==> config.mk <==
export PLATFORM = sky130hd
export DESIGN_NAME = symbol_seq_detector
export DESIGN_NICKNAME = d
export VERILOG_FILES = /design/src/rtl/symbol_seq_detector.sv
export SDC_FILE = /design/constraint.sdc
export NUM_CORES = 1
export LEC_CHECK = 0
export ABC_AREA = 0
export CAP_MARGIN = 20
export CORE_AREA = 2 2 56 58
export DETAILED_ROUTE_END_ITERATION = 8
export DIE_AREA = 0 0 58 60
export MAX_ROUTING_LAYER = met4
export PLACE_DENSITY = 0.68
export SYNTH_ARGS = -nofsm -noshare
export SYNTH_HDL_FRONTEND = slang
export SYNTH_SLANG_ARGS = --single-unit
==> constraint.sdc <==
create_clock -name clk -period 4.4 [get_ports clk]
set_input_delay 0.88 -clock clk [delete_from_list [all_inputs] [get_ports clk]]
set_output_delay 0.88 -clock clk [all_outputs]
set_load 0.01 [all_outputs]
==> src/rtl/symbol_seq_detector.sv <==
// Programmable symbol-sequence detector. Counts occurrences of a loaded
// DEPTH-symbol pattern in a qualified input stream, with optional overlap.
module symbol_seq_detector #(
  parameter int unsigned SYM_W   = 2,
  parameter int unsigned DEPTH   = 4,
  parameter int unsigned CNT_W   = 8,
  parameter int unsigned OVERLAP = 1
) (
  input  logic                   clk,
  input  logic                   reset,
  input  logic [SYM_W-1:0]       in_sym,
  input  logic                   in_valid,
  input  logic                   load,
  input  logic [SYM_W*DEPTH-1:0] load_pattern,
  output logic                   out_z,
  output logic [CNT_W-1:0]       match_count,
  output logic                   armed
);

  localparam int unsigned PatW  = SYM_W * DEPTH;
  localparam int unsigned FillW = $clog2(DEPTH + 1);
  localparam logic [FillW-1:0] FillFull = FillW'(DEPTH);

  if (SYM_W < 1 || DEPTH < 2 || CNT_W < 1 || OVERLAP > 1) begin : gen_param_check
    $error("symbol_seq_detector: illegal parameter combination");
  end

  logic [PatW-1:0]  pattern_q, pattern_d;
  logic [PatW-1:0]  hist_q, hist_d;
  logic [FillW-1:0] fill_q, fill_d;
  logic             armed_q, armed_d;
  logic             out_z_q, out_z_d;
  logic [CNT_W-1:0] count_q, count_d;

  // Next-state: load beats symbol acceptance; nothing is accepted until armed.
  always_comb begin
    pattern_d = pattern_q;
    hist_d    = hist_q;
    fill_d    = fill_q;
    armed_d   = armed_q;
    count_d   = count_q;
    out_z_d   = 1'b0;

    if (load) begin
      pattern_d = load_pattern;
      hist_d    = '0;
      fill_d    = '0;
      count_d   = '0;
      armed_d   = 1'b1;
    end else if (armed_q && in_valid) begin
      // Newest symbol enters the LSBs, so a full history reads oldest-first
      // from the MSBs, matching the pattern layout.
      hist_d = {hist_q[PatW-SYM_W-1:0], in_sym};
      fill_d = (fill_q == FillFull) ? FillFull : fill_q + 1'b1;
      if (fill_d == FillFull && hist_d == pattern_q) begin
        out_z_d = 1'b1;
        if (count_q != {CNT_W{1'b1}}) begin
          count_d = count_q + 1'b1;
        end
        if (OVERLAP == 0) begin
          fill_d = '0;
        end
      end
    end
  end

  // State register with synchronous reset taking priority over everything.
  always_ff @(posedge clk) begin
    if (reset) begin
      pattern_q <= '0;
      hist_q    <= '0;
      fill_q    <= '0;
      armed_q   <= 1'b0;
      out_z_q   <= 1'b0;
      count_q   <= '0;
    end else begin
      pattern_q <= pattern_d;
      hist_q    <= hist_d;
      fill_q    <= fill_d;
      armed_q   <= armed_d;
      out_z_q   <= out_z_d;
      count_q   <= count_d;
    end
  end

  assign out_z       = out_z_q;
  assign match_count = count_q;
  assign armed       = armed_q;

endmodule
==> metrics.txt <==
status=complete, no violations; Final Hold Viols=0; leakage=0.5630 nW; Worst-Margin Slew=0.8675 ns; Buffers on Ports=23; H-tree depth=1; maximum VDD drop=0.0002138 V; Cell Area, Placed=0.001468 mm2; min-delay src=match_count[6]$_SDFFE_PP0P_; FP Rows=20; clock buffer depth=2; Req. time, crit path=4.66 ns; Core Region=0.002903 mm2; Reg clk slew, reported paths=0.13 ns; Pre-Repair DR Iteration Count=4; YS warnings=0; vias in the first global route=1002; CP Launch Type=primary input; CP Capture Type=register; Hold Buf Count CTS=0; synth unique cells=32; Antenna Violating Nets Remaining=0; Pins Over Slew Limit=0; Layout area overhead=21.96%; slew margin rel.=41.72%; global route total overflow=0; Worst Hold Depth=2; Initial Util=42.20%; PnR Total Power=0.4014 mW; Final HPWL DP=1.701 mm; asr flop ratio synth=0%; max_cap viols=0; FF-to-FF End=match_count[3]$_SDFFE_PP0P_; Cells after Synth=139; reg2reg path depth=7; reg-to-reg slack, setup=2.15 ns; worst-path fanout max=14; Mapped Nets=156; CTS sink cnt=27; Setup Skew=0.002643 ns; Via density=5.266; dominant synthesized flop cell=dfxtp_1; die area=0.003480 mm2; post-synthesis sequential area ratio=44.13%; # DRC=0; layout cells sized above 1=4.403%; fin crit share=61.26%; first-pass GRT wire length=3.988 mm; pin count of the biggest net entering global routing=19; Post-Syn Area=0.001225 mm2; root buf cell=clkbuf_4; total CTS buffers=3; Finished Cell Area=0.001494 mm2; min cycle time layout=2.696 ns; Min-Delay Path Class=register to register; TritonCTS clock tree=built; Via Count=1011; FMAX=371.0 MHz; Die Span X=58 um; postcts setup bufs=0; DRT Wirelength=2.259 mm; DR WL/cell=11.77 um; GRT Util Overall=15.59%; PwrDens=268.7 mW/mm2; mean post-synth cell area=8.812 um2; Nets=177; Ports=24; top cell type's share of synthesized area=44.13%; crit path DAT=2.96 ns; Sum Neg Setup Slack=0 ns; initial antenna violation count=0; Die H=60 um; WHS=0.4882 ns; Final Setup Violations=0; Fill cells=305; largest area contributor in the netlist=dfxtp_1; WS Path Type=primary input to register; final RePlAce weighted congestion=0.7665; Worst Hold End=match_count[6]$_SDFFE_PP0P_; top cells by area, synth=dfxtp_1 (44%), mux2i_1 (7.4%), a21oi_1 (6.5%); RSZ-0062 raised after global routing=false; Reg-to-Reg Start=fill_q[0]$_SDFFE_PP0P_; number of synthesized flops with an enable pin=0; ANT cells=0; post-CTS sizing=0; Clock Latency Late Sink=0.33 ns; flops & latches, synth=27; DRT iter0 DRCs=26
==> cell usage in the layout (no fill, tap or decap), drive strengths merged <==
cell type	synthesis	final
a211oi	1	1
a21oi	16	16
a22oi	1	1
and2	1	1
and3b	1	1
and4	2	2
clkbuf	4	4
clkdlybuf4s50	0	23
dfxtp	27	27
ha	3	3
inv	5	5
mux2i	9	9
nand2	16	16
nand2b	1	1
nand3	3	3
nand3b	1	1
nand4	2	2
nor2	15	15
nor2b	1	1
nor3	3	3
nor3b	1	1
nor4	2	2
o21ai	2	2
o31ai	4	4
or2	1	1
or3	4	4
or4	2	2
xor2	8	8
==> worst max-delay path by stage <==
stage / start / end / slack, ns / cells past startpoint
2_1_floorplan: load / fill_q[0]$_SDFFE_PP0P_ / 2.31 / 5
3_3_place_gp: in_valid / match_count[5]$_SDFFE_PP0P_ / 1.47 / 6
3_5_place_dp: in_valid / match_count[3]$_SDFFE_PP0P_ / 1.37 / 6
4_1_cts: in_valid / match_count[3]$_SDFFE_PP0P_ / 1.73 / 6
5_1_grt: in_valid / match_count[3]$_SDFFE_PP0P_ / 1.60 / 6
6_report: in_valid / match_count[3]$_SDFFE_PP0P_ / 1.70 / 6
==> power by group <==
part,total (mW),internal [mW],switching (mW)
sequential,0.254,0.250,0.00403
clock,0.107,0.0356,0.0711
combinational,0.0405,0.0222,0.0183
==> sequential cells by signal, indices dropped and copies added (netlist names) <==
signal,flops
hist_q,6
armed,1
out_z,1
match_count,8
pattern_q,8
fill_q,3
==> Yosys cell counts, types with 2 or more instances <==
master	instances
a21oi_1	16
xor2_1	8
nand2_1	16
or3_1	4
nand3_1	3
nor2_1	15
inv_1	5
buf_2	2
o21ai_0	2
nor3_1	2
o31ai_1	4
dfxtp_1	27
mux2i_1	9
clkbuf_1	4
and4_1	2
or4_1	2
ha_1	3
==> critical path, stage by stage <==
cell             delay, ns
clkdlybuf4s50_1       0.46
nand2_1               0.22
nor3_2                0.33
nand4_2               0.32
or4_1                 0.58
a21oi_1               0.17
==> area by class of cell <==
| type | instances | area (um2) | area share [%] |
|---|---|---|---|
| multi-input cells | 100 | 636.9 | 42.63 |
| flip-flops and latches | 27 | 540.5 | 36.18 |
| repair buffers | 23 | 230.2 | 15.41 |
| well taps | 33 | 41.29 | 2.764 |
| clock buffers | 4 | 26.28 | 1.759 |
| inverters | 5 | 18.77 | 1.256 |
==> metrics by stage <==
stage	worst slack, ns	instances	utilization (%)
floorplan	2.312	139	-
global placement	1.471	188	50.56
detailed placement	1.368	188	50.56
CTS	1.726	192	51.47
global route	1.598	192	51.47
finish	1.704	192	51.47
==> routing by layer <==
layer  GRT usage [%]  wire length (um)
met3           2.165                95
met2           27.11              1117
met5               -                 0
met1           16.25               994
met4           10.96                51
==> logic make-up after synthesis <==
family | after synthesis | synth area share [%]
compound gates | 24 | 11.03
xor+xnor | 8 | 5.720
fa+ha+maj | 3 | 3.065
buf+inv | 12 | 3.881
flops | 27 | 44.13
mux | 9 | 7.355
simple gates | 56 | 24.82
No activity file was read; power rests on OpenSTA's default activity.
